[src/rtl/mul_div_unit.sv]
// Iterative RV32M multiply/divide unit: shift-add multiply and restoring divide,
// one bit per cycle, with a one-cycle fast path for divide-by-zero and signed overflow.
module mul_div_unit #(
    parameter int DATA_WIDTH = 32
) (
    input  logic                  clk,
    input  logic                  rst,
    input  logic                  start,
    input  logic [2:0]            op,
    input  logic [DATA_WIDTH-1:0] rs1,
    input  logic [DATA_WIDTH-1:0] rs2,
    input  logic                  stall,
    input  logic                  clear,
    output logic                  busy,
    output logic                  resultValid,
    output logic [DATA_WIDTH-1:0] result
);
    localparam int W  = DATA_WIDTH;
    localparam int CW = $clog2(DATA_WIDTH);
    localparam logic [CW-1:0] LAST_COUNT = CW'(DATA_WIDTH - 1);
    localparam logic [W-1:0]  MIN_INT    = {1'b1, {(W-1){1'b0}}};

    typedef enum logic [1:0] {IDLE, CALC, DONE} state_t;

    state_t          state_reg, state_next;
    logic [CW-1:0]   counter_reg;
    logic [W-1:0]    hi_reg, lo_reg, b_reg, result_reg;
    logic [2:0]      op_reg;
    logic            neg_main_reg, neg_rem_reg;

    // Operand decode for the instruction presented in IDLE
    logic            is_div, signed_a, signed_b, a_neg, b_neg;
    logic            div_zero, div_overflow, fast_path, accept;
    logic [W-1:0]    a_abs, b_abs, fast_result;

    always_comb begin
        is_div       = op[2];
        signed_a     = (op == 3'd1) || (op == 3'd2) || (op == 3'd4) || (op == 3'd6);
        signed_b     = (op == 3'd1) || (op == 3'd4) || (op == 3'd6);
        a_neg        = signed_a & rs1[W-1];
        b_neg        = signed_b & rs2[W-1];
        a_abs        = a_neg ? -rs1 : rs1;
        b_abs        = b_neg ? -rs2 : rs2;
        div_zero     = is_div && (rs2 == '0);
        div_overflow = ((op == 3'd4) || (op == 3'd6)) && (rs1 == MIN_INT) && (rs2 == '1);
        fast_path    = div_zero || div_overflow;
        accept       = start && !clear;
        fast_result  = '0;
        if (div_zero) begin
            fast_result = op[1] ? rs1 : '1;
        end else if (div_overflow) begin
            fast_result = op[1] ? '0 : MIN_INT;
        end
    end

    // One iteration of either algorithm; hi holds accumulator/remainder,
    // lo holds multiplier/dividend-becoming-quotient, b holds multiplicand/divisor.
    logic [W:0]      add_sum, shifted;
    logic            div_ge;
    logic [W-1:0]    hi_next, lo_next;
    logic [2*W-1:0]  prod_full, prod_fixed;
    logic [W-1:0]    quo_fixed, rem_fixed, final_result;
    logic            last_iter;

    always_comb begin
        add_sum = {1'b0, hi_reg} + (lo_reg[0] ? {1'b0, b_reg} : {(W+1){1'b0}});
        shifted = {hi_reg, lo_reg[W-1]};
        div_ge  = shifted >= {1'b0, b_reg};
        if (op_reg[2]) begin
            hi_next = div_ge ? W'(shifted - {1'b0, b_reg}) : shifted[W-1:0];
            lo_next = {lo_reg[W-2:0], div_ge};
        end else begin
            hi_next = add_sum[W:1];
            lo_next = {add_sum[0], lo_reg[W-1:1]};
        end
        prod_full  = {hi_next, lo_next};
        prod_fixed = neg_main_reg ? -prod_full : prod_full;
        quo_fixed  = neg_main_reg ? -lo_next : lo_next;
        rem_fixed  = neg_rem_reg ? -hi_next : hi_next;
        if (op_reg[2]) begin
            final_result = op_reg[1] ? rem_fixed : quo_fixed;
        end else begin
            final_result = (op_reg == 3'd0) ? prod_fixed[W-1:0] : prod_fixed[2*W-1:W];
        end
        last_iter = (counter_reg == LAST_COUNT);
    end

    // State register
    always_ff @(posedge clk) begin
        if (rst) begin
            state_reg <= IDLE;
        end else begin
            state_reg <= state_next;
        end
    end

    // Next-state logic
    always_comb begin
        state_next = state_reg;
        case (state_reg)
            IDLE: begin
                if (accept) begin
                    state_next = fast_path ? DONE : CALC;
                end
            end
            CALC: begin
                if (clear) begin
                    state_next = IDLE;
                end else if (last_iter) begin
                    state_next = DONE;
                end
            end
            DONE: begin
                if (clear || !stall) begin
                    state_next = IDLE;
                end
            end
            default: state_next = IDLE;
        endcase
    end

    // Outputs: busy must be combinational so the controller stalls on the start cycle
    always_comb begin
        busy        = !rst && !clear &&
                      ((start && (state_reg == IDLE)) || (state_reg == CALC));
        resultValid = (state_reg == DONE);
    end

    // Datapath
    always_ff @(posedge clk) begin
        if (rst) begin
            counter_reg  <= '0;
            hi_reg       <= '0;
            lo_reg       <= '0;
            b_reg        <= '0;
            op_reg       <= '0;
            neg_main_reg <= 1'b0;
            neg_rem_reg  <= 1'b0;
            result_reg   <= '0;
        end else begin
            case (state_reg)
                IDLE: begin
                    counter_reg <= '0;
                    if (accept) begin
                        hi_reg       <= '0;
                        lo_reg       <= a_abs;
                        b_reg        <= b_abs;
                        op_reg       <= op;
                        neg_main_reg <= a_neg ^ b_neg;
                        neg_rem_reg  <= a_neg;
                        if (fast_path) begin
                            result_reg <= fast_result;
                        end
                    end
                end
                CALC: begin
                    if (clear) begin
                        counter_reg <= '0;
                    end else begin
                        counter_reg <= counter_reg + 1'b1;
                        hi_reg      <= hi_next;
                        lo_reg      <= lo_next;
                        if (last_iter) begin
                            result_reg <= final_result;
                        end
                    end
                end
                default: begin
                    counter_reg <= '0;
                end
            endcase
        end
    end

    assign result = result_reg;

endmodule

[config.mk]
export PLATFORM = sky130hd
export DESIGN_NAME = mul_div_unit
export DESIGN_NICKNAME = d
export VERILOG_FILES = /design/src/rtl/mul_div_unit.sv
export SDC_FILE = /design/constraint.sdc
export NUM_CORES = 1
export LEC_CHECK = 0
export BUFFER_PORTS_ARGS = -buffer_cell sky130_fd_sc_hd__buf_2
export CAP_MARGIN = 20
export CORE_MARGIN = 3
export CORE_UTILIZATION = 35
export CTS_BUF_LIST = sky130_fd_sc_hd__clkbuf_8
export CTS_CLUSTER_DIAMETER = 100
export DETAILED_ROUTE_END_ITERATION = 10
export GPL_ROUTABILITY_DRIVEN = 1
export GPL_TIMING_DRIVEN = 0
export PLACE_DENSITY = 0.58
export SLEW_MARGIN = 25
export SYNTH_ARGS = -nofsm -noshare
export SYNTH_HDL_FRONTEND = slang
export SYNTH_SLANG_ARGS = --single-unit
export TNS_END_PERCENT = 30
[constraint.sdc]
create_clock -name clk -period 9.17 [get_ports clk]
set_clock_uncertainty 0.2 [all_clocks]
set_input_delay 0.4585 -clock clk [delete_from_list [all_inputs] [get_ports clk]]
set_output_delay 0.4585 -clock clk [all_outputs]
set_load 0.02 [all_outputs]
Word-level counts from Yosys, hierarchy flattened
Cells that the tools add are included.
{ "totals": {"latchBits": 0, "rom_bits": 0, "in_bits": 72, "ramBits": 0, "n_memories": 0, "out_inout_bits": 34, "reg_bits": 140} }
{ "classes": {"shifts": 0, "multipliers": 0, "bitwise_logic": 4, "n_div": 0, "add_sub_neg": 8, "magnitude_cmp": 1, "eq_ne": 15, "mux": 33, "reduce_logical": 28} }
{ "op_table": {"columns": ["cell", "n"], "rows": [
  ["2-to-1 mux 32 bit", 23],
  ["case mux 32 bit (2 select lines)", 3],
  ["negation 32 bit", 4],
  ["equality test 32 bit, second input constant", 2],
  ["2-to-1 mux 64 bit", 1],
  ["negation 64 bit", 1],
  ["adder 32 x 32 -> 33 bit", 1],
  [">= comparator 33 x 32 -> 1 bit", 1],
  ["zero test 32 bit", 1],
  ["subtractor 32 bit", 1],
  ["2-to-1 mux 2 bit", 5],
  ["logical OR 1 bit", 9],
  ["inequality test 2 bit, second input constant", 4],
  ["logical AND 1 bit", 7],
  ["equality test 3 bit, second input constant", 2],
  ["case mux 2 bit (3 select lines)", 1],
  ["AND reduction 3 bit", 2],
  ["adder 5 x 1 -> 5 bit, second input constant", 1],
  ["equality test 5 bit, second input constant", 1],
  ["AND reduction 5 bit", 1],
  ["equality test 3 x 1 -> 1 bit, second input constant", 1],
  ["equality test 3 x 2 -> 1 bit, second input constant", 1],
  ["zero test 1 bit", 3],
  ["zero test 3 bit", 1],
  ["other kinds (11)", 12]
]} }

Logic depth before layout (Yosys ltp)
Gate-level depths: netlist of the first run.
{ "logic_depth": {"word_depth": 10, "mapped_depth": 25, "ltp_nobuf": 23} }

Worst setup path after synthesis of the first run
No wires, ideal clock.
{ "synth_timing": {"path_type": "register to register", "from": "reg op_reg[2]", "to": "reg result_reg[24] (netlist: result[24])", "stages_incl_launch_ff": 26, "setup_ns": 0.117, "path_slack_ns": 3.485, "required_ns": 8.853, "t_arrival_ns": 5.367, "path_cell_list": "dfxtp_1 -> clkbuf_1 -> buf_2 -> buf_2 -> buf_2 -> buf_4 -> buf_4 -> buf_2 -> buf_4 -> buf_2 -> mux2_2 -> inv_1 -> ha_1 -> nor3b_1 -> o221ai_1 -> nor2_1 -> and2_1 -> nand4_1 -> or3_1 -> clkbuf_1 -> nor4_1 -> a31oi_1 -> xnor2_1 -> a221oi_1 -> o21ai_0 -> a32o_1"} }
{ "synth_via": {"elab_chain_len": 8, "word_cells_on_any_way": 15} }
{ "synth_lines": {"columns": ["element", "line", "text"], "rows": [
  ["start: declaration", "28", "logic [2:0] op_reg;"],
  ["start signal: assignment", "148", "op_reg <= op;"],
  ["2-to-1 mux 32 bit", "69", "if (op_reg[2]) begin"],
  ["negation 64 bit, or another cell as far along", "77", "prod_fixed = neg_main_reg ? -prod_full : prod_full;"],
  ["2-to-1 mux 64 bit, or another cell as far along", "77", null],
  ["2-to-1 mux 32 bit (on tied branches)", "83, 81", null],
  ["2-to-1 mux 32 bit (*)", "80", "if (op_reg[2]) begin"],
  ["2-to-1 mux 32 bit (*)", "163", "if (last_iter) begin"],
  ["2-to-1 mux 32 bit (*)", "157", "if (clear) begin"],
  ["case mux 32 bit (2 select lines) (*)", "141", "case (state_reg)"],
  ["end signal: assignment", "152", "result_reg <= fast_result;"],
  ["end signal: assignment", "164", "result_reg <= final_result;"],
  ["end: declaration", "27", "logic [W-1:0] hi_reg, lo_reg, b_reg, result_reg;"]
]} }
Every way passes the cells marked *; elsewhere a longest branch is shown, timed or not. The select of a mux whose other input is x is not followed.
A chain may end at the register's enable or synchronous reset.

Worst setup path after layout of the first run
Ends and elaborated chain as after synthesis.

==> results of run 1 <==
-- how the worst max path moves through the flow --
stage	end	slack, ns
finish	result[24]$_SDFFE_PP0P_	0.59
global placement	result[24]$_SDFFE_PP0P_	1.07
global route	result[24]$_SDFFE_PP0P_	0.47
detailed placement	result[24]$_SDFFE_PP0P_	1.09
floorplan	result[24]$_SDFFE_PP0P_	3.49
CTS	result[24]$_SDFFE_PP0P_	1.05
-- layer usage --
layer / share of wire / vias up / wire (µm)
met4: 0.032 / 2 / 2250
li1: - / 8221 / -
met5: 0.00080 / - / 56
met2: 0.43 / 937 / 30200
met3: 0.096 / 143 / 6710
met1: 0.44 / 8545 / 31000
-- cell usage in the layout, fill, tap and decap left out, types with 16 or more instances in the layout --
cell        n
a211oi_1   39
a21o_1     20
a21oi_1   152
a22o_1     21
a311oi_1   26
a31oi_1    33
a32o_1     29
and2_1     40
and3_1     16
buf_2     133
clkbuf_1   82
clkbuf_8   18
dfxtp_1   140
ha_1       71
inv_1      70
mux2i_1    39
nand2_1   255
nand2b_1   17
nand3_1    35
nand4_1    42
nor2_1    208
nor3_1     65
nor4_1     16
o211ai_1   25
o21a_1     18
o21ai_0   174
o31ai_1    26
or3_1      36
xnor2_1   105
xor2_1     63
-- critical path, cell delays in order (launching register included) --
cell	delay (ns)
dfxtp_1	0.41
clkbuf_1	0.38
buf_2	0.36
buf_2	0.38
buf_2	0.41
buf_4	0.33
buf_4	0.30
buf_2	0.29
buf_4	0.26
buf_2	0.39
mux2_2	0.42
inv_1	0.06
ha_1	0.18
nor3b_1	0.25
o221ai_1	0.22
nor2_1	0.24
and2_1	0.34
nand4_1	0.28
or3_1	0.41
clkbuf_1	0.27
nor4_1	0.83
a31oi_1	0.23
xnor2_1	0.18
a221oi_1	0.24
o21ai_0	0.26
a32o_1	0.31
-- logic make-up (layout without fill, tap and decap cells) --
group | count (synthesis) | in the layout
simple gates | 803 | 803
compound gates | 717 | 717
buf+inv | 204 | 340
xor+xnor | 168 | 168
flops | 140 | 140
fa+ha+maj | 73 | 73
mux | 44 | 44
other cells | 0 | 1
-- area by class of cell --
type	instances	area [µm²]
fillers	4678	26200
flip-flops and latches	140	2800
diodes	1	2.50
inverters	72	270
clock buffers	18	248
multi-input cells	1805	11700
repair buffers	104	520
well taps	585	732
clock inverters	14	215
plain buffers	132	588
-- through the flow --
step / worst slack [ns] / utilization / std cells / total power, mW
after CTS: 1.05 / 0.395 / 2870 / 2.05
after global routing: 0.468 / 0.395 / 2870 / 2.16
after global placement: 1.07 / 0.384 / 2838 / 1.43
after detailed placement: 1.09 / 0.384 / 2838 / 1.44
final: 0.588 / 0.395 / 2871 / 2.08
after floorplan: 3.49 / - / 2149 / 1.18
-- power by group through the flow --
stage	sequential (mW)	combinational, mW	clock [mW]
6_report	0.678	0.774	0.625
5_1_grt	0.680	0.829	0.646
4_1_cts	0.676	0.752	0.624
3_5_place_dp	0.690	0.747	0
3_3_place_gp	0.690	0.744	0
2_1_floorplan	0.673	0.507	0
==> results.toml, run 1 <==
[outcome]
outcome = "finished, final reports clean"

[worst_hold_path]
holdCritStartpoint = "stall"
hold_depth = 3
min_to = "state_reg[1]$_SDFFE_PP0P_"
worst_hold_path_type = "primary input to register"

[clock_tree]
cts_tree = "done"
cts_max_path_buffers = 2
h-tree-depth = 4
cts.hold.buffers_added = 0
post_cts_buffers = 0
clk_pin_slew_worst_paths_ns = 0.10
numClockSinks = 140
cts_made_buffers = 17
post_cts_resized = 0
clock_latency_ns = 0.52
cts_root_buf = "clkbuf_8"

[detailed_routing]
drc_errors = 0
routed_via_density = 6.22
vias = 17848
wire_per_inst_um = 24.5
ant_nets = 0
drt-total-wl_um = 70200
dr.pass1.iters = 7
initialDrtViolationCount = 2034

[setup_path]
rrSetupSlack_ns = 0.59
timing.rr.start = "op_reg[2]$_SDFFE_PP0P_"
path_class = "register to register"
r2r-end = "result[24]$_SDFFE_PP0P_"
required_ns = 9.39
rr_worst_depth = 25
cp-startpoint = "op_reg[2]$_SDFFE_PP0P_"
critPathCaptureType = "register"
arrival_ns = 8.80
start_kind = "register"
path_max_fanout = 10

[floorplanning]
num_rows = 76
start_util = 0.355
ios = 106
die_w_um = 216
core_area_um2 = 43300
die_y_um = 216
die_area_um2 = 46500

[logic_synthesis]
yosysSeqAreaShare = 0.182
synthXorXnorAreaFrac = 0.0957
syn_nets = 2294
synthArstFlopShare = 0
yosys.area_share.simple = 0.255
synth_mux_area_frac = 0.0291
ys_types = 109
synth_area_per_cell_um2 = 7.15
ys_ff_latch = 140
ys_top_cells_by_count = "nand2_1 (255), nor2_1 (208), o21ai_0 (174)"
synth_compound_area_frac = 0.321
synth.most_common_cell = "nand2_1"
synth_area_leaders = "dfxtp_1 (18%), nand2_1 (6.2%), xnor2_1 (6.0%), ha_1 (5.8%), o21ai_0 (5.7%)"
postSynthCellCount = 2149
synth_edf_count = 0
synthAdderAreaFrac = 0.0604
synthesis.area_um2 = 15400
yosys_warnings = 0
synth_top_family_by_area = "compound AO/OA/AOI/OAI gates"
ys.flop_type = "dfxtp_1"
synth_top_area_frac = 0.182
yosysTopAreaCell = "dfxtp_1"

[power]
powerDensity_nw_per_um2 = 121
internal_power_mw = 1.22
ir_drop_mv = 0.108
power.switching_uw = 853
power_frac_comb = 0.373
pwr-share-clk = 0.301
seqPwrFrac = 0.326
swShare = 0.411
p_leak_nw = 6.38

[timing]
fin_crit_ns = 8.58
setup-violations-final = 0
rsz0062_at_grt = "no"
fin_crit_sh = 0.936
slew_headroom = 0.308
hold_viol = 0
tightest_slew_ns = 1.04
whs_ns = 0.0146
finalSetupTns_ns = 0
report.final.slew_viol_count = 0
max_freq_mhz = 117

[placed_design]
place.gp.congestion = 1.03
port_buffers = 104
hpwl_um = 57000
dpl_cell_area_um2 = 16600

[grt]
grt_first_pass_wirelength_um = 104000
grt_use_met1 = 0.415
grt_pass1_vias = 16504
grt_max_degree = 17
top_usage_layer = "met2"
grt.total_usage = 0.293
use_met3 = 0.0511
antenna_found_initial = 0
grt_overflow = 0
met2_usage = 0.453

[flow_run]
max-cap-violations = 0

[final_layout]
drive_above_1_share = 0.104
post-route-cell-area_um2 = 17100
final_net_count = 2417
syn2layout_area_growth_pct = 11.3
No activity file was read; power rests on OpenSTA's default activity.
==> run 2: changes to the inputs <==
--- a/config.mk
+++ b/config.mk
@@ -14,7 +14,8 @@
 export DETAILED_ROUTE_END_ITERATION = 10
 export GPL_ROUTABILITY_DRIVEN = 1
 export GPL_TIMING_DRIVEN = 0
-export PLACE_DENSITY = 0.58
+export HOLD_SLACK_MARGIN = 0.08
+export PLACE_DENSITY = 0.6
 export SLEW_MARGIN = 25
 export SYNTH_ARGS = -nofsm -noshare
 export SYNTH_HDL_FRONTEND = slang
==> constraint.sdc (replaced) <==
create_clock -name clk -period 7.4 [get_ports clk]
set_clock_uncertainty 0.2 [all_clocks]
set_input_delay 0.37 -clock clk [delete_from_list [all_inputs] [get_ports clk]]
set_output_delay 0.37 -clock clk [all_outputs]
set_load 0.02 [all_outputs]
==> run 2 against run 1 <==
Effect of this change:
- core utilization increased by 1.2 points
- combinational power increased by 28%
- final area increased by 2.9%
- critical endpoint unchanged
- largest power group unchanged
- via count increased by 1.7%
- critical path type unchanged
==> results.toml, run 2 (synthesized netlist as in run 1, its figures left out) <==
[setup_path]
critPathCaptureType = "register"
path_class = "register to register"
path_max_fanout = 19
timing.rr.start = "op_reg[2]$_SDFFE_PP0P_"
required_ns = 7.61
arrival_ns = 7.31
start_kind = "register"
cp-startpoint = "op_reg[2]$_SDFFE_PP0P_"

[detailed_routing]
drc_errors = 0
ant_nets = 0
routed_via_density = 6.21
initialDrtViolationCount = 2069
wire_per_inst_um = 24.4
dr.pass1.iters = 8
drt-total-wl_um = 71200
vias = 18147

[worst_hold_path]
holdCritStartpoint = "rs1[29]"
worst_hold_path_type = "primary input to register"

[clock_tree]
cts_made_buffers = 17
cts_tree = "done"
clock_latency_ns = 0.52
cts_max_path_buffers = 2
h-tree-depth = 4
clk_pin_slew_worst_paths_ns = 0.09
numClockSinks = 140
cts_root_buf = "clkbuf_8"

[floorplanning]
core_area_um2 = 43300
die_w_um = 216
num_rows = 76
die_area_um2 = 46500
start_util = 0.355
die_y_um = 216
ios = 106

[timing]
setup-violations-final = 0
slew_headroom = 0.247
report.final.slew_viol_count = 0
whs_ns = 0.110
rsz0062_at_grt = "no"
hold_viol = 0
tightest_slew_ns = 1.11
setup_ws_ns = 0.295
fin_crit_sh = 0.960
fin_crit_ns = 7.11
max_freq_mhz = 141

[grt]
grt_first_pass_wirelength_um = 105000
antenna_found_initial = 3
grt_overflow = 0
grt_max_degree = 20
grt_pass1_vias = 16763
grt.total_usage = 0.295

[placed_design]
hpwl_um = 57300
place.gp.congestion = 0.996
pre_cts_ws_ns = -0.709
dpl_cell_area_um2 = 16600
port_buffers = 104

[final_layout]
post-route-cell-area_um2 = 17600
final_net_count = 2466
drive_above_1_share = 0.105
ff_latch_area_um2 = 2800
multi_input_area_um2 = 11800
final_cell_mix = "nand2_1 (255), nor2_1 (208), o21ai_0 (174), a21oi_1 (152), dfxtp_1 (139)"
fillers = 4595
syn2layout_area_growth_pct = 14.5
final_common_cell = "nand2_1"

[power]
ir_drop_mv = 0.123
p_leak_nw = 6.58
powerDensity_nw_per_um2 = 144

[outcome]
outcome = "finished, final reports clean"

[flow_run]
max-cap-violations = 0
==> run 2: cell types whose count changed in the layout (fill, tap and decap cells not counted), sizes merged, moves of 2 or more <==
| cell | change |
|---|---|
| clkinv | +2 |
| clkbuf | +2 |
| dlygate4sd3 | +49 |
| bufinv | -2 |
==> run 2: path summary, 6_finish.rpt <==
kind / endpoint / slack, ns / depth (start not counted)
min reg2reg: result[1]$_SDFFE_PP0P_ / 0.26 / 2
max reg2reg: result[24]$_SDFFE_PP0P_ / 0.29 / 23
max: result[24]$_SDFFE_PP0P_ / 0.29 / 23
min: lo_reg[29]$_SDFFE_PP0P_ / 0.11 / 4
==> run 2: layer usage <==
metal | vias up | wire (µm) | track usage
met5 | - | 0 | 0
met2 | 959 | 30800 | 0.458
met3 | 145 | 6500 | 0.0546
met4 | 0 | 2310 | 0.0969
li1 | 8326 | - | -
met1 | 8717 | 31600 | 0.413
==> run 2: timing repair <==
action | 4_1_cts | 5_1_grt
hold endpoints to repair | 53 | 0
hold buffers | 49 | 0
setup endpoints to repair | 8 | 11
buffers inserted | 0 | 2
pin swaps | 0 | 1
resized for setup | 3 | 6
==> run 2: through the flow <==
stage / utilization / setup TNS (ns) / power (mW) / cells
floorplan: - / 0 / 1.46 / 2149
global placement: 0.384 / -1.86 / 1.78 / 2838
detailed placement: 0.384 / -1.70 / 1.78 / 2838
CTS: 0.406 / 0 / 2.51 / 2918
global route: 0.407 / 0 / 2.65 / 2919
finish: 0.407 / 0 / 2.54 / 2921
==> run 2: critical path, stage by stage (launching register included) <==
cell      delay, ns
dfxtp_2        0.49
clkbuf_4       0.30
clkbuf_4       0.30
buf_4          0.28
buf_4          0.30
buf_4          0.32
buf_2          0.29
buf_6          0.27
mux2_2         0.40
inv_1          0.07
ha_1           0.18
nor3b_1        0.23
o221ai_1       0.22
nor2_1         0.25
and2_1         0.32
nand4_1        0.26
or3_1          0.41
clkbuf_1       0.31
nor4_4         0.39
a31oi_1        0.17
xnor2_1        0.18
a221oi_1       0.22
o21ai_0        0.27
a32o_1         0.32
==> run 2: area by class of cell <==
cell class / count / area share
Multi-Input combinational cell: 1805 / 0.668
Clock buffer: 19 / 0.0149
Inverter: 72 / 0.0154
Buffer: 130 / 0.0336
Antenna cell: 2 / 0.000284
Sequential cell: 140 / 0.159
Timing Repair Buffer: 155 / 0.0583
Clock inverter: 13 / 0.00917
Tap cell: 585 / 0.0416
==> run 2: power by group <==
group | switching [mW] | internal (mW) | leakage, nW
clock network | 0.362 | 0.353 | 0.217
registers | 0.0536 | 0.787 | 1.14
logic | 0.650 | 0.337 | 5.22
total | 1.07 | 1.48 | 6.58
